$ cat src/rtl/program_loader.sv
// program_loader: receives a framed byte stream (LEN, LEN instruction bytes,
// CSUM) over valid/ready, writes it into instruction memory, verifies the XOR
// checksum, zero-fills unused slots and then releases the CPU from reset.
//
// Ports:
//   clk           system clock, rising edge
//   reset         synchronous active-high reset (control state only)
//   in_data       stream byte
//   in_valid      in_data valid
//   in_ready      loader accepts a byte (registered, decoded from state)
//   reload        single-cycle request to go from RUN back to loading
//   imem_rd_addr  instruction fetch address (CPU pc)
//   imem_rd_data  mem[imem_rd_addr], asynchronous read
//   cpu_reset     CPU reset, low only while running (registered)
//   loaded        high while running (registered)
//   err           sticky error flag
module program_loader #(
    parameter int unsigned DEPTH   = 16,
    parameter int unsigned INSTR_W = 8,
    localparam int unsigned AW     = $clog2(DEPTH),
    localparam int unsigned CW     = $clog2(DEPTH + 1)
) (
    input  logic               clk,
    input  logic               reset,
    input  logic [INSTR_W-1:0] in_data,
    input  logic               in_valid,
    output logic               in_ready,
    input  logic               reload,
    input  logic [AW-1:0]      imem_rd_addr,
    output logic [INSTR_W-1:0] imem_rd_data,
    output logic               cpu_reset,
    output logic               loaded,
    output logic               err
);

    typedef enum logic [2:0] {
        ST_HDR  = 3'd0,
        ST_DATA = 3'd1,
        ST_CSUM = 3'd2,
        ST_FILL = 3'd3,
        ST_RUN  = 3'd4
    } state_t;

    state_t             state, state_nxt;
    logic [CW-1:0]      cnt, cnt_nxt;
    logic [CW-1:0]      len, len_nxt;
    logic [INSTR_W-1:0] acc, acc_nxt;
    logic               err_nxt;
    logic               in_ready_nxt, cpu_reset_nxt, loaded_nxt;

    logic               mem_we;
    logic [AW-1:0]      mem_wa;
    logic [INSTR_W-1:0] mem_wd;
    logic [INSTR_W-1:0] mem [DEPTH];

    logic               accept;

    // in_ready is already a pure function of the registered state
    assign accept = in_valid && in_ready;

    // Next-state, datapath updates and memory write request
    always_comb begin
        state_nxt = state;
        cnt_nxt   = cnt;
        len_nxt   = len;
        acc_nxt   = acc;
        err_nxt   = err;
        mem_we    = 1'b0;
        mem_wa    = cnt[AW-1:0];
        mem_wd    = '0;

        case (state)
            ST_HDR: begin
                if (accept) begin
                    if ((in_data == '0) || (in_data > INSTR_W'(DEPTH))) begin
                        err_nxt = 1'b1;
                    end else begin
                        len_nxt   = CW'(in_data);
                        acc_nxt   = in_data;
                        cnt_nxt   = '0;
                        err_nxt   = 1'b0;
                        state_nxt = ST_DATA;
                    end
                end
            end
            ST_DATA: begin
                if (accept) begin
                    mem_we  = 1'b1;
                    mem_wd  = in_data;
                    acc_nxt = acc ^ in_data;
                    cnt_nxt = cnt + CW'(1);
                    if (cnt_nxt == len) begin
                        state_nxt = ST_CSUM;
                    end
                end
            end
            ST_CSUM: begin
                if (accept) begin
                    if (in_data == acc) begin
                        state_nxt = (len == CW'(DEPTH)) ? ST_RUN : ST_FILL;
                    end else begin
                        err_nxt   = 1'b1;
                        state_nxt = ST_HDR;
                    end
                end
            end
            ST_FILL: begin
                // cnt starts at len and walks to the last slot writing NOPs
                mem_we  = 1'b1;
                mem_wd  = '0;
                cnt_nxt = cnt + CW'(1);
                if (cnt == CW'(DEPTH - 1)) begin
                    state_nxt = ST_RUN;
                end
            end
            ST_RUN: begin
                if (reload) begin
                    state_nxt = ST_HDR;
                end
            end
            default: begin
                state_nxt = ST_HDR;
            end
        endcase
    end

    // Output decode from the next state so the flops track the state register
    always_comb begin
        in_ready_nxt  = 1'b0;
        cpu_reset_nxt = 1'b1;
        loaded_nxt    = 1'b0;
        case (state_nxt)
            ST_HDR, ST_DATA, ST_CSUM: in_ready_nxt = 1'b1;
            ST_RUN: begin
                cpu_reset_nxt = 1'b0;
                loaded_nxt    = 1'b1;
            end
            default: ;
        endcase
    end

    // Control state registers
    always_ff @(posedge clk) begin
        if (reset) begin
            state     <= ST_HDR;
            cnt       <= '0;
            len       <= '0;
            acc       <= '0;
            err       <= 1'b0;
            in_ready  <= 1'b1;
            cpu_reset <= 1'b1;
            loaded    <= 1'b0;
        end else begin
            state     <= state_nxt;
            cnt       <= cnt_nxt;
            len       <= len_nxt;
            acc       <= acc_nxt;
            err       <= err_nxt;
            in_ready  <= in_ready_nxt;
            cpu_reset <= cpu_reset_nxt;
            loaded    <= loaded_nxt;
        end
    end

    // Instruction memory: one write port, untouched by reset
    always_ff @(posedge clk) begin
        if (mem_we && !reset) begin
            mem[mem_wa] <= mem_wd;
        end
    end

    assign imem_rd_data = mem[imem_rd_addr];

endmodule

$ cat config.mk
export PLATFORM = sky130hd
export DESIGN_NAME = program_loader
export DESIGN_NICKNAME = d
export VERILOG_FILES = /design/src/rtl/program_loader.sv
export SDC_FILE = /design/constraint.sdc
export NUM_CORES = 1
export LEC_CHECK = 0
export ABC_AREA = 0
export CORE_MARGIN = 2
export CORE_UTILIZATION = 50
export CTS_BUF_LIST = sky130_fd_sc_hd__clkbuf_4
export CTS_CLUSTER_SIZE = 10
export DETAILED_ROUTE_END_ITERATION = 8
export GPL_TIMING_DRIVEN = 1
export PLACE_DENSITY = 0.68
export SETUP_SLACK_MARGIN = 0.02
export SKIP_CTS_REPAIR_TIMING = 1
export SYNTH_ARGS = -nofsm -noshare
export SYNTH_HDL_FRONTEND = slang
export SYNTH_SLANG_ARGS = --single-unit
$ cat constraint.sdc
create_clock -name clk -period 3.1 [get_ports clk]
set_clock_uncertainty 0.2 [all_clocks]
set_input_delay 0.62 -clock clk [delete_from_list [all_inputs] [get_ports clk]]
set_output_delay 0.62 -clock clk [all_outputs]
set_load 0.05 [all_outputs]
# After elaboration in Yosys (flattened, before gate mapping)
# Memory sizes are Yosys's and may differ from the RTL's.
# Index checks and enable logic that the tools add are counted.
# Widths: inputs -> output; s select.
# classes
addsub,1
mux,32
magnitude_cmp,1
bitwise,2
reduce_logical,15
n_eq_ne,16
# ops
op,n
$mux 8,5
$mux 3,9
$pmux 8 s2,1
$mux 5,3
$pmux 3 s5,1
$pmux 5 s3,1
$reduce_and 4->1,3
$mux 1,10
$ne 2x2->1 const B,5
$eq 3x2->1 const B,3
$eq 8x8->1,1
$gt 8x5->1 const B,1
$logic_not 8->1,1
$xor 8x8->8,1
$eq 3x1->1 const B,2
$eq 3x3->1 const B,2
$logic_not 3->1,2
$add 5x1->5 const B,1
$eq 5x4->1 const B,1
$eq 5x5->1,1
$eq 5x5->1 const B,1
$pmux 1 s2,2
$reduce_bool 2->1,2
$reduce_and 3->1,1
other kinds (6),7
# word_totals
mem_count,1
output_inout_bits,12
ff_bits,25
wordCells,76
ram_bits,128
# memory_table
memory,words,word_bits,rd,rd_ports_with_merged_regs,write_ports,line,source
mem,16,8,1,0,1,54,logic [INSTR_W-1:0] mem [DEPTH];

# Longest topological paths before layout
# Gate-level depths: netlist of the first run.
# logic_depth
word_depth,8
depth_mapped,8

# Worst setup path before layout of the first run
# OpenSTA, ideal clock, no wires.
# synth_path
kind,input -> output
start,input imem_rd_addr[0]
end,output imem_rd_data[0]
slack_ps,186
t_arrival_ps,2094
path_stages,4
path_cell_list,buf_2 > buf_6 > mux4_2 > mux4_2
# synth_via
elab_chain_cells,1
# synth_rtl
item,line,source
start: declaration,29,"input logic [AW-1:0] imem_rd_addr,"
$mem_v2 16x8,n/a,
end: declaration,30,"output logic [INSTR_W-1:0] imem_rd_data,"
# No other way between the ends.

# Final worst setup path of the first run
# layout_path
start,input imem_rd_addr[0]
end,output imem_rd_data[7]
# Same word-level chain as after synthesis.

==> metrics.md, run 1 <==
| Metric | Value |
|---|---|
| Status | finished, final reports clean |
| Clock Latency Late Sink | 0.52 ns |
| Pwr Density | 489 mW/mm2 |
| CTS root buf | clkbuf_4 |
| Leak pwr | 2.59 nW |
| GP Congestion | 0.772 |
| Synth top area share | 59.8% |
| Fill count | 972 |
| # rows | 41 |
| Worst path cell trace | buf_2 > buf_4 > mux4_2 > mux4_2 > buf_4 |
| H-tree depth | 4 |
| Met3 Usage GRT | 4.86% |
| Final setup fails | 0 |
| Syn Std Cell Area | 0.00642 mm2 |
| TritonCTS clock tree | yes |
| DR WL/cell | 21.4 um |
| Cells after Synth | 387 |
| Global Route met1 Usage | 27.3% |
| CTS buffer count | 17 |
| Diodes inserted | 0 |
| Vias in the first global route | 3578 |
| Initial Util | 51.1% |
| Unrepaired setup endpoints after global routing | false |
| Overflow after GRT | 0 |
| Sequential element share of the synthesized area | 67.6% |
| Die Ht | 117 um |
| Setup crit end kind | output port |
| DRT Pass-1 Iters | 5 |
| Yosys reg bits | 153 |
| Ys async rst share | 0% |
| Clock period minus worst slack | 3.02 ns |
| CTS clk-pin slew, worst paths | 0.11 ns |
| Yosys warning total | 0 |
| Routed vias | 3680 |
| Fmax | 0.331 GHz |
| Worst-Margin Slew | 0.618 ns |
| Critical setup path kind | input port to output port |
| Hold Crit Class | flop to flop |
| Net Count, Synth | 408 |
| DRC viols | 0 |
| Post-Syn Area per Cell | 16.6 um2 |
| Met2 Track Usage GR | 32.4% |
| CTS sink count | 153 |
| Critical path arrival | 2.20 ns |
| Distinct cells, synth | 49 |
| Worst path slowest cell | mux4_2 |
| Max VDD drop | 225 uV |
| CORE AREA | 0.0126 mm2 |
| WP data required | 2.28 ns |
| Part of the cycle the worst path needs | 97.6% |
| Buffers added on ports | 27 |
| DRT antenna net count | 0 |
| Final Hold Fails | 0 |
| DIE WIDTH | 117 um |
| Worst setup SP type | input port |
| Total die area | 0.0138 mm2 |
| Max_cap viols | 0 |
| First-pass GRT wire length | 20500 um |
| DRT iter0 DRCs | 344 |
| Maximum fanout along the worst path | 6 |
| Via/cell ratio | 5.85 |
| Fin area | 0.00735 mm2 |
| Multi-input gate area | 0.00196 mm2 |
| Maximum buffer depth of the clock tree | 2 |
| Final Util | 58.4% |
| Ranking of synthesized cells by area | edfxtp_1, mux4_2, dfxtp_1, nor2_1, xor2_1 |
| Top Ports | 28 |
| Ys flop type | edfxtp_1 |
| Area growth syn-to-layout | 14.4% |
| Nets@finish | 466 |
| Final WL | 13500 um |
| Fin. max-slew vios | 0 |
| Post-synth EDFFs | 128 |
| Reg area | 0.00434 mm2 |
| Overall Global Routing Usage | 20.0% |
| Worst slew margin | 58.8% |
| Layout cells sized above 1 | 26.5% |
| Most frequent cells after synthesis | edfxtp_1, mux4_2, nor2_1 |
| CP max stage delay | 0.52 ns |
| Count leader, synth | edfxtp_1 |
| HPWL after detailed placement | 8770 um |
| Largest net degree at the start of global routing | 33 |
| Placement Cell Area | 0.00705 mm2 |
| Top Usage Layer GRT | met2 |
| Initial antenna violation count | 0 |
| Area leader, netlist | edfxtp_1 |
## placed cells by master (no fill, tap or decap), types with 2 or more instances in the layout
cell,instances
a211oi_1,5
a21oi_1,10
a311oi_1,2
a31oi_1,2
and2_1,4
and3_1,8
and4b_1,2
buf_12,3
buf_4,36
bufinv_16,2
clkbuf_4,19
clkdlybuf4s50_1,17
clkinv_2,4
clkinvlp_4,2
dfxtp_1,25
edfxtp_1,128
ha_1,5
inv_1,5
inv_6,2
mux2i_1,4
mux4_2,40
nand2_1,16
nand2b_1,4
nand3_1,8
nand4_1,2
nor2_1,30
nor2b_1,2
nor3_1,6
nor3b_1,2
nor4_1,6
nor4_2,2
o21ai_0,11
o21ai_1,2
o22ai_1,4
or4b_2,2
xnor2_1,4
xor2_1,11
## path summary, 6_finish.rpt
kind	slack, ns	depth (start not counted)	endpoint	start
worst max register to register	0.66	6	state[0]	cnt[0]
worst min register to register	0.28	2	cnt[4]	cnt[4]
worst min-delay path	0.28	2	cnt[4]	cnt[4]
worst max-delay path	0.08	5	imem_rd_data[7]	imem_rd_addr[0]
## per-stage QoR
stage          power (mW)  hold WS [ns]  setup TNS, ns  setup WS (ns)  std cells
2_1_floorplan        2.39         0.250              0          0.186        387
3_3_place_gp         2.47         0.264         -0.840         -0.130        597
3_5_place_dp         2.47         0.272         -0.892         -0.131        597
4_1_cts              3.61         0.288         -0.901         -0.136        628
5_1_grt              3.72         0.301              0         0.0294        629
6_report             3.59         0.283              0         0.0754        629
## critical path: cells and delay by family
kind,cells,cell delay (ns)
buf+inv,3,0.56
mux,2,1.01
## area by class of cell
cell class                 instances  area share [%]
timing repair buffer              59            7.39
multi-input combinational        209            26.6
tap                              172            2.93
inverter                           5           0.255
clock inverter                    12            1.70
sequential                       153            59.1
clock buffer                      19            1.94
## state kept, by name, indices dropped and copies added (netlist names)
name,cells
mem,128
acc,8
cnt,5
len,5
state,3
cpu_reset,1
err,1
in_ready,1
loaded,1
## kinds of logic (layout without fill, tap and decap cells)
| logic type | after synthesis | in the layout | synth area share (%) |
|---|---|---|---|
| flops | 153 | 153 | 67.6 |
| simple gates | 103 | 103 | 8.71 |
| mux | 45 | 45 | 14.9 |
| compound gates | 41 | 41 | 3.86 |
| buf+inv | 25 | 95 | 1.91 |
| xor+xnor | 15 | 15 | 2.05 |
| fa+ha+maj | 5 | 5 | 0.974 |
## where the power goes
group	switching, mW	leakage [nW]	total [mW]	internal (mW)
combinational	0.122	0.984	0.224	0.102
sequential	0.00390	1.46	2.21	2.20
clock	0.672	0.146	1.16	0.490
## layer usage
| layer | wire length, um | part of all wire (%) | vias to the layer above |
|---|---|---|---|
| met2 | 6960 | 52 | 116 |
| met5 | 0 | 0 | - |
| met3 | 711 | 5.3 | 9 |
| li1 | - | - | 1651 |
| met4 | 63 | 0.47 | 0 |
| met1 | 5760 | 43 | 1904 |
Note: power is estimated with default switching activity, not from simulation.
==> run 2, diff against run 1 <==
- CORE_UTILIZATION: 50 -> 40
- PLACE_DENSITY: 0.68 -> not set
==> run 2 against run 1 <==
  * First-iteration DRC count shrank 22%
  * Die area rose by 24%
  * Critical endpoint is now imem_rd_data[5]
  * Highest routed layer unchanged
  * Register-to-register slack worse by 0.04 ns
  * Via count fell by 2.5%
  * Final cell count up 7.0%
  * Wire length decreased by 2.3%
==> metrics.md, run 2 (synthesis results as in run 1) <==
| Metric | Value |
|---|---|
| Status | finished, final reports clean (unchanged) |
| Max VDD drop | 227 uV (was 225 uV) |
| CTS buffer count | 17 (unchanged) |
| Global Route met1 Usage | 22.3% (was 27.3%) |
| CTS clk-pin slew, worst paths | 0.11 ns (about the same) |
| Setup slack at placement | -0.169 ns (was -0.131 ns) |
| Final Util | 47.2% (was 58.4%) |
| Commonest non-fill, non-tap cell in the layout | edfxtp_1 (unchanged) |
| Top Usage Layer GRT | met2 (unchanged) |
| Final hold slack | 0.282 ns (was 0.283 ns) |
| # rows | 46 (was 41) |
| Clk network pwr share | 32.7% (was 32.4%) |
| Via/cell ratio | 5.33 (was 5.85) |
| Fmax | 0.329 GHz (was 0.331 GHz) |
| WP data required | 2.28 ns (about the same) |
| Worst-Margin Slew | 0.595 ns (was 0.618 ns) |
| Critical setup path kind | input port to output port (unchanged) |
| Pwr Density | 487 mW/mm2 (was 489 mW/mm2) |
| Multi-input gate area | 0.00196 mm2 (unchanged) |
| Unrepaired setup endpoints after global routing | false (unchanged) |
| Flop pwr share | 60.9% (was 61.4%) |
| Clock period minus worst slack | 3.04 ns (was 3.02 ns) |
| Internal Power | 2.82 mW (was 2.79 mW) |
| Final setup fails | 0 (unchanged) |
| Largest net degree at the start of global routing | 22 (was 33) |
| Net Sw Frac | 22.1% (was 22.2%) |
| Part of the cycle the worst path needs | 98.1% (was 97.6%) |
| Worst path cell trace | clkbuf_4 > clkbuf_16 > mux4_2 > mux4_2 > buf_4 (was buf_2 > buf_4 > mux4_2 > mux4_2 > buf_4) |
| Initial antenna violation count | 0 (unchanged) |
| Max reg flops | 128 (unchanged) |
| Maximum buffer depth of the clock tree | 2 (unchanged) |
| Fill count | 1377 (was 972) |
| Max_cap viols | 0 (unchanged) |
| Fin. max-slew vios | 0 (unchanged) |
| GP Congestion | 0.775 (was 0.772) |
| Logic pwr share | 6.4% (was 6.2%) |
| Overflow after GRT | 0 (unchanged) |
| HPWL after detailed placement | 8910 um (was 8770 um) |
| Diodes inserted | 0 (unchanged) |
| Top Ports | 28 (unchanged) |
| Buffers added on ports | 27 (unchanged) |
| Critical path arrival | 2.22 ns (was 2.20 ns) |
| Final WL | 13200 um (was 13500 um) |
| DRT antenna net count | 0 (unchanged) |
| CP max stage delay | 0.53 ns (was 0.52 ns) |
| Total die area | 0.0171 mm2 (was 0.0138 mm2) |
| DRT iter0 DRCs | 270 (was 344) |
| Met3 Usage GRT | 3.62% (was 4.86%) |
| Met2 Track Usage GR | 27.0% (was 32.4%) |
| Worst path slowest cell | mux4_2 (unchanged) |
| First-pass GRT wire length | 20500 um (about the same) |
| Nets@finish | 465 (was 466) |
| Post-route setup slack | 0.0602 ns (was 0.0754 ns) |
| Vias in the first global route | 3538 (was 3578) |
| Setup crit end kind | output port (unchanged) |
| Top Registers | mem x128, acc x8 (unchanged) |
| Reg area | 0.00434 mm2 (unchanged) |
| Layout cells sized above 1 | 26.5% (unchanged) |
| Commonest non-fill, non-tap cells in the layout | edfxtp_1, mux4_2, buf_4, nor2_1, dfxtp_1 (unchanged) |
| Area growth syn-to-layout | 15.9% (was 14.4%) |
| Final Hold Fails | 0 (unchanged) |
| Leak pwr | 2.60 nW (was 2.59 nW) |
| DIE WIDTH | 131 um (was 117 um) |
| CORE AREA | 0.0158 mm2 (was 0.0126 mm2) |
| Most frequent CP cell | mux4_2 |
| Initial Util | 40.7% (was 51.1%) |
| Routed vias | 3589 (was 3680) |
| TritonCTS clock tree | yes (unchanged) |
| Overall Global Routing Usage | 16.7% (was 20.0%) |
| CTS root buf | clkbuf_4 (unchanged) |
| Hold Crit Class | flop to flop (unchanged) |
| Worst setup SP type | input port (unchanged) |
| DRT Pass-1 Iters | 4 (was 5) |
| Die Ht | 131 um (was 117 um) |
| DRC viols | 0 (unchanged) |
| Buf+Inv Stages, Crit Path | 3 (unchanged) |
| DR WL/cell | 19.6 um (was 21.4 um) |
| Largest Register | mem (unchanged) |
| Maximum fanout along the worst path | 10 (was 6) |
| Worst slew margin | 60.3% (was 58.8%) |
| CTS sink count | 153 (unchanged) |
| Clock Latency Late Sink | 0.53 ns (was 0.52 ns) |
| Worst path top cell family by delay | multiplexers (unchanged) |
| H-tree depth | 4 (unchanged) |
| NetSw | 0.799 mW (was 0.798 mW) |
==> run 2: cell types whose count changed in the layout (fill, tap and decap cells not counted), sizes merged <==
cell      change
clkbuf        +5
buf           -4
clkinv        -2
clkinvlp      +1
==> run 2: tightest hold or removal path, delay by kind of cell, from the launching register on <==
kind,cells,cell delay (ns)
compound gates,2,0.12
flops,1,0.33
==> run 2: per-stage QoR <==
step           setup TNS [ns]  std cells  total power, mW  cell area [um2]
2_1_floorplan               0        387             2.39             6420
3_3_place_gp            -1.00        638             2.47             7100
4_1_cts                 -1.19        670             3.66             7380
5_1_grt                     0        673             3.76             7440
6_report                    0        673             3.62             7440
3_5_place_dp            -1.10        638             2.47             7100
==> run 2: layer usage <==
| layer | share of wire [%] | wire, um | vias up |
|---|---|---|---|
| met3 | 3.7 | 481 | 20 |
| met1 | 44 | 5820 | 1846 |
| met5 | 0 | 0 | - |
| li1 | - | - | 1652 |
| met4 | 2.3 | 309 | 0 |
| met2 | 50 | 6570 | 71 |
==> run 2: final cells by class <==
class                           instances  area share (%)
Sequential cell                       153            58.4
Multi-Input combinational cell        209            26.3
Timing Repair Buffer                   58            7.68
Tap cell                              216            3.63
Clock buffer                           21            2.12
Clock inverter                         11            1.65
Inverter                                5           0.252
==> run 2: power by group through the flow <==
stage                     sequential, mW  clock [mW]  combinational [mW]
after floorplan                     2.25           0               0.137
after global placement              2.25           0               0.219
after detailed placement            2.25           0               0.222
after CTS                           2.21        1.23               0.223
after global routing                2.21        1.31               0.247
final                               2.21        1.19               0.230
==> run 2: worst paths after layout <==
| check | startpoint | endpoint | slack (ns) | cells past startpoint |
|---|---|---|---|---|
| setup / recovery | imem_rd_addr[0] | imem_rd_data[5] | 0.06 | 5 |
| hold reg to reg | cnt[4] | cnt[4] | 0.28 | 2 |
| hold / removal | cnt[4] | cnt[4] | 0.28 | 2 |
| setup reg to reg | cnt[0] | in_ready | 0.62 | 8 |
==> run 3, diff against run 2 <==
- CAP_MARGIN: not set -> 20
- clock period: 3.1 -> 3.39 ns (I/O delays scaled with it)
==> run 3 against run 2 <==
  * Hold slack gained 0.016 ns
  * Die area unchanged
  * Sequential power decreased by 9%
  * Critical endpoint is now imem_rd_data[2]
  * Largest cell class unchanged
  * Highest routed layer unchanged
==> metrics.md, run 3 (synthesis results as in run 1) <==
| Metric | Value |
|---|---|
| Final Util | 46.6% (was 47.2%) |
| Unrepaired setup endpoints after global routing | false (unchanged) |
| DIE WIDTH | 131 um (unchanged) |
| Buffers added on ports | 27 (unchanged) |
| Max reg flops | 128 (unchanged) |
| CTS root buf | clkbuf_4 (unchanged) |
| Final setup fails | 0 (unchanged) |
| Clock Latency Late Sink | 0.55 ns (was 0.53 ns) |
| Commonest non-fill, non-tap cells in the layout | edfxtp_1, mux4_2, nor2_1, buf_4, dfxtp_1 (was edfxtp_1, mux4_2, buf_4, nor2_1, dfxtp_1) |
| HPWL after detailed placement | 8720 um (was 8910 um) |
| Multi-input gate area | 0.00196 mm2 (unchanged) |
| Hold Crit Class | flop to flop (unchanged) |
| Maximum fanout along the worst path | 17 (was 10) |
| CTS buffer count | 17 (unchanged) |
| Worst R2R Setup Slack | 0.91 ns (was 0.62 ns) |
| Part of the cycle the worst path needs | 92.9% |
| CTS sink count | 153 (unchanged) |
| WHS Path Cells | 2 (unchanged) |
| Routed vias | 3540 (was 3589) |
| Final Hold Fails | 0 (unchanged) |
| Final WL | 13100 um (was 13200 um) |
| Worst setup SP type | input port (unchanged) |
| Largest net degree at the start of global routing | 33 (was 22) |
| Initial Util | 40.7% (unchanged) |
| DR WL/cell | 19.7 um (was 19.6 um) |
| First-pass GRT wire length | 20400 um (was 20500 um) |
| Nets@finish | 459 (was 465) |
| Initial antenna violation count | 1 (was 0) |
| Critical path arrival | 2.27 ns (was 2.22 ns) |
| Fill count | 1407 (was 1377) |
| Worst slew margin | 57.3% (was 60.3%) |
| Worst-Margin Slew | 0.640 ns (was 0.595 ns) |
| Top Ports | 28 (unchanged) |
| DRT antenna net count | 0 (unchanged) |
| Critical setup path kind | input port to output port (unchanged) |
| Status | finished, final reports clean (unchanged) |
| Largest Register | mem (unchanged) |
| # rows | 46 (unchanged) |
| Pwr Density | 442 mW/mm2 (was 487 mW/mm2) |
| Overall Global Routing Usage | 16.6% (was 16.7%) |
| DRT iter0 DRCs | 299 (was 270) |
| GP Congestion | 0.771 (was 0.775) |
| Layout cells sized above 1 | 25.5% (was 26.5%) |
| Die Ht | 131 um (unchanged) |
| Total die area | 0.0171 mm2 (unchanged) |
| Vias in the first global route | 3543 (was 3538) |
| Overflow after GRT | 0 (unchanged) |
| DRC viols | 0 (unchanged) |
| Setup_tns | 0 ns (unchanged) |
| Area growth syn-to-layout | 14.3% (was 15.9%) |
| Max_cap viols | 0 (unchanged) |
| CTS clk-pin slew, worst paths | 0.12 ns (was 0.11 ns) |
| Fin. max-slew vios | 0 (unchanged) |
| Via/cell ratio | 5.30 (was 5.33) |
| Maximum buffer depth of the clock tree | 2 (unchanged) |
| Reg2Reg Depth | 6 (was 8) |
| Clock period minus worst slack | 3.15 ns |
| Leak pwr | 2.52 nW (was 2.60 nW) |
| Reg area | 0.00434 mm2 (unchanged) |
| CORE AREA | 0.0158 mm2 (unchanged) |
| Setup crit end kind | output port (unchanged) |
| WP data required | 2.51 ns (was 2.28 ns) |
| Top Registers | mem x128, acc x8 (unchanged) |
| Max VDD drop | 159 uV (was 227 uV) |
| Fmax | 0.318 GHz |
| DRT Pass-1 Iters | 4 (unchanged) |
| TritonCTS clock tree | yes (unchanged) |
| H-tree depth | 4 (unchanged) |
| Commonest non-fill, non-tap cell in the layout | edfxtp_1 (unchanged) |
[run 3: worst max-delay path, cell delays in order]
cell    delay (ns)
buf_2         0.14
buf_12        0.19
mux4_2        0.57
mux4_2        0.47
buf_4         0.20
[run 3: final cells by class]
type | instances | share of cell area, %
flip-flops and latches | 153 | 59.2
multi-input cells | 209 | 26.7
repair buffers | 52 | 6.68
well taps | 216 | 3.68
clock buffers | 18 | 1.84
clock inverters | 14 | 1.69
inverters | 5 | 0.256
diodes | 1 | 0.0341
[run 3: final timing paths]
check / from / endpoint
worst max-delay path: imem_rd_addr[0] / imem_rd_data[2]
worst min-delay path: cnt[4] / cnt[4]
worst max register to register: state[0] / mem[13][6]
worst min register to register: cnt[4] / cnt[4]
[run 3: per-stage QoR]
step,total power [mW],std cells,hold slack (ns),area (um2),setup slack [ns]
after floorplan,2.20,387,0.250,6420,0.360
after global placement,2.27,634,0.265,7050,0.0325
after detailed placement,2.27,634,0.280,7050,0.0154
after CTS,3.28,666,0.298,7310,0.0115
after global routing,3.37,668,0.347,7340,0.190
final,3.24,668,0.298,7340,0.241
[run 3: where the power goes]
part,internal (mW),switching [mW]
clock network,0.373,0.642
registers,2.01,0.00404
logic,0.0957,0.117
total,2.48,0.762
[run 3: metal layers]
metal	vias up	track usage [%]	wire, um
met4	0	6.13	254
li1	1637	-	-
met1	1799	21.9	5660
met3	18	3.91	661
met5	-	0	0
met2	86	27.1	6570
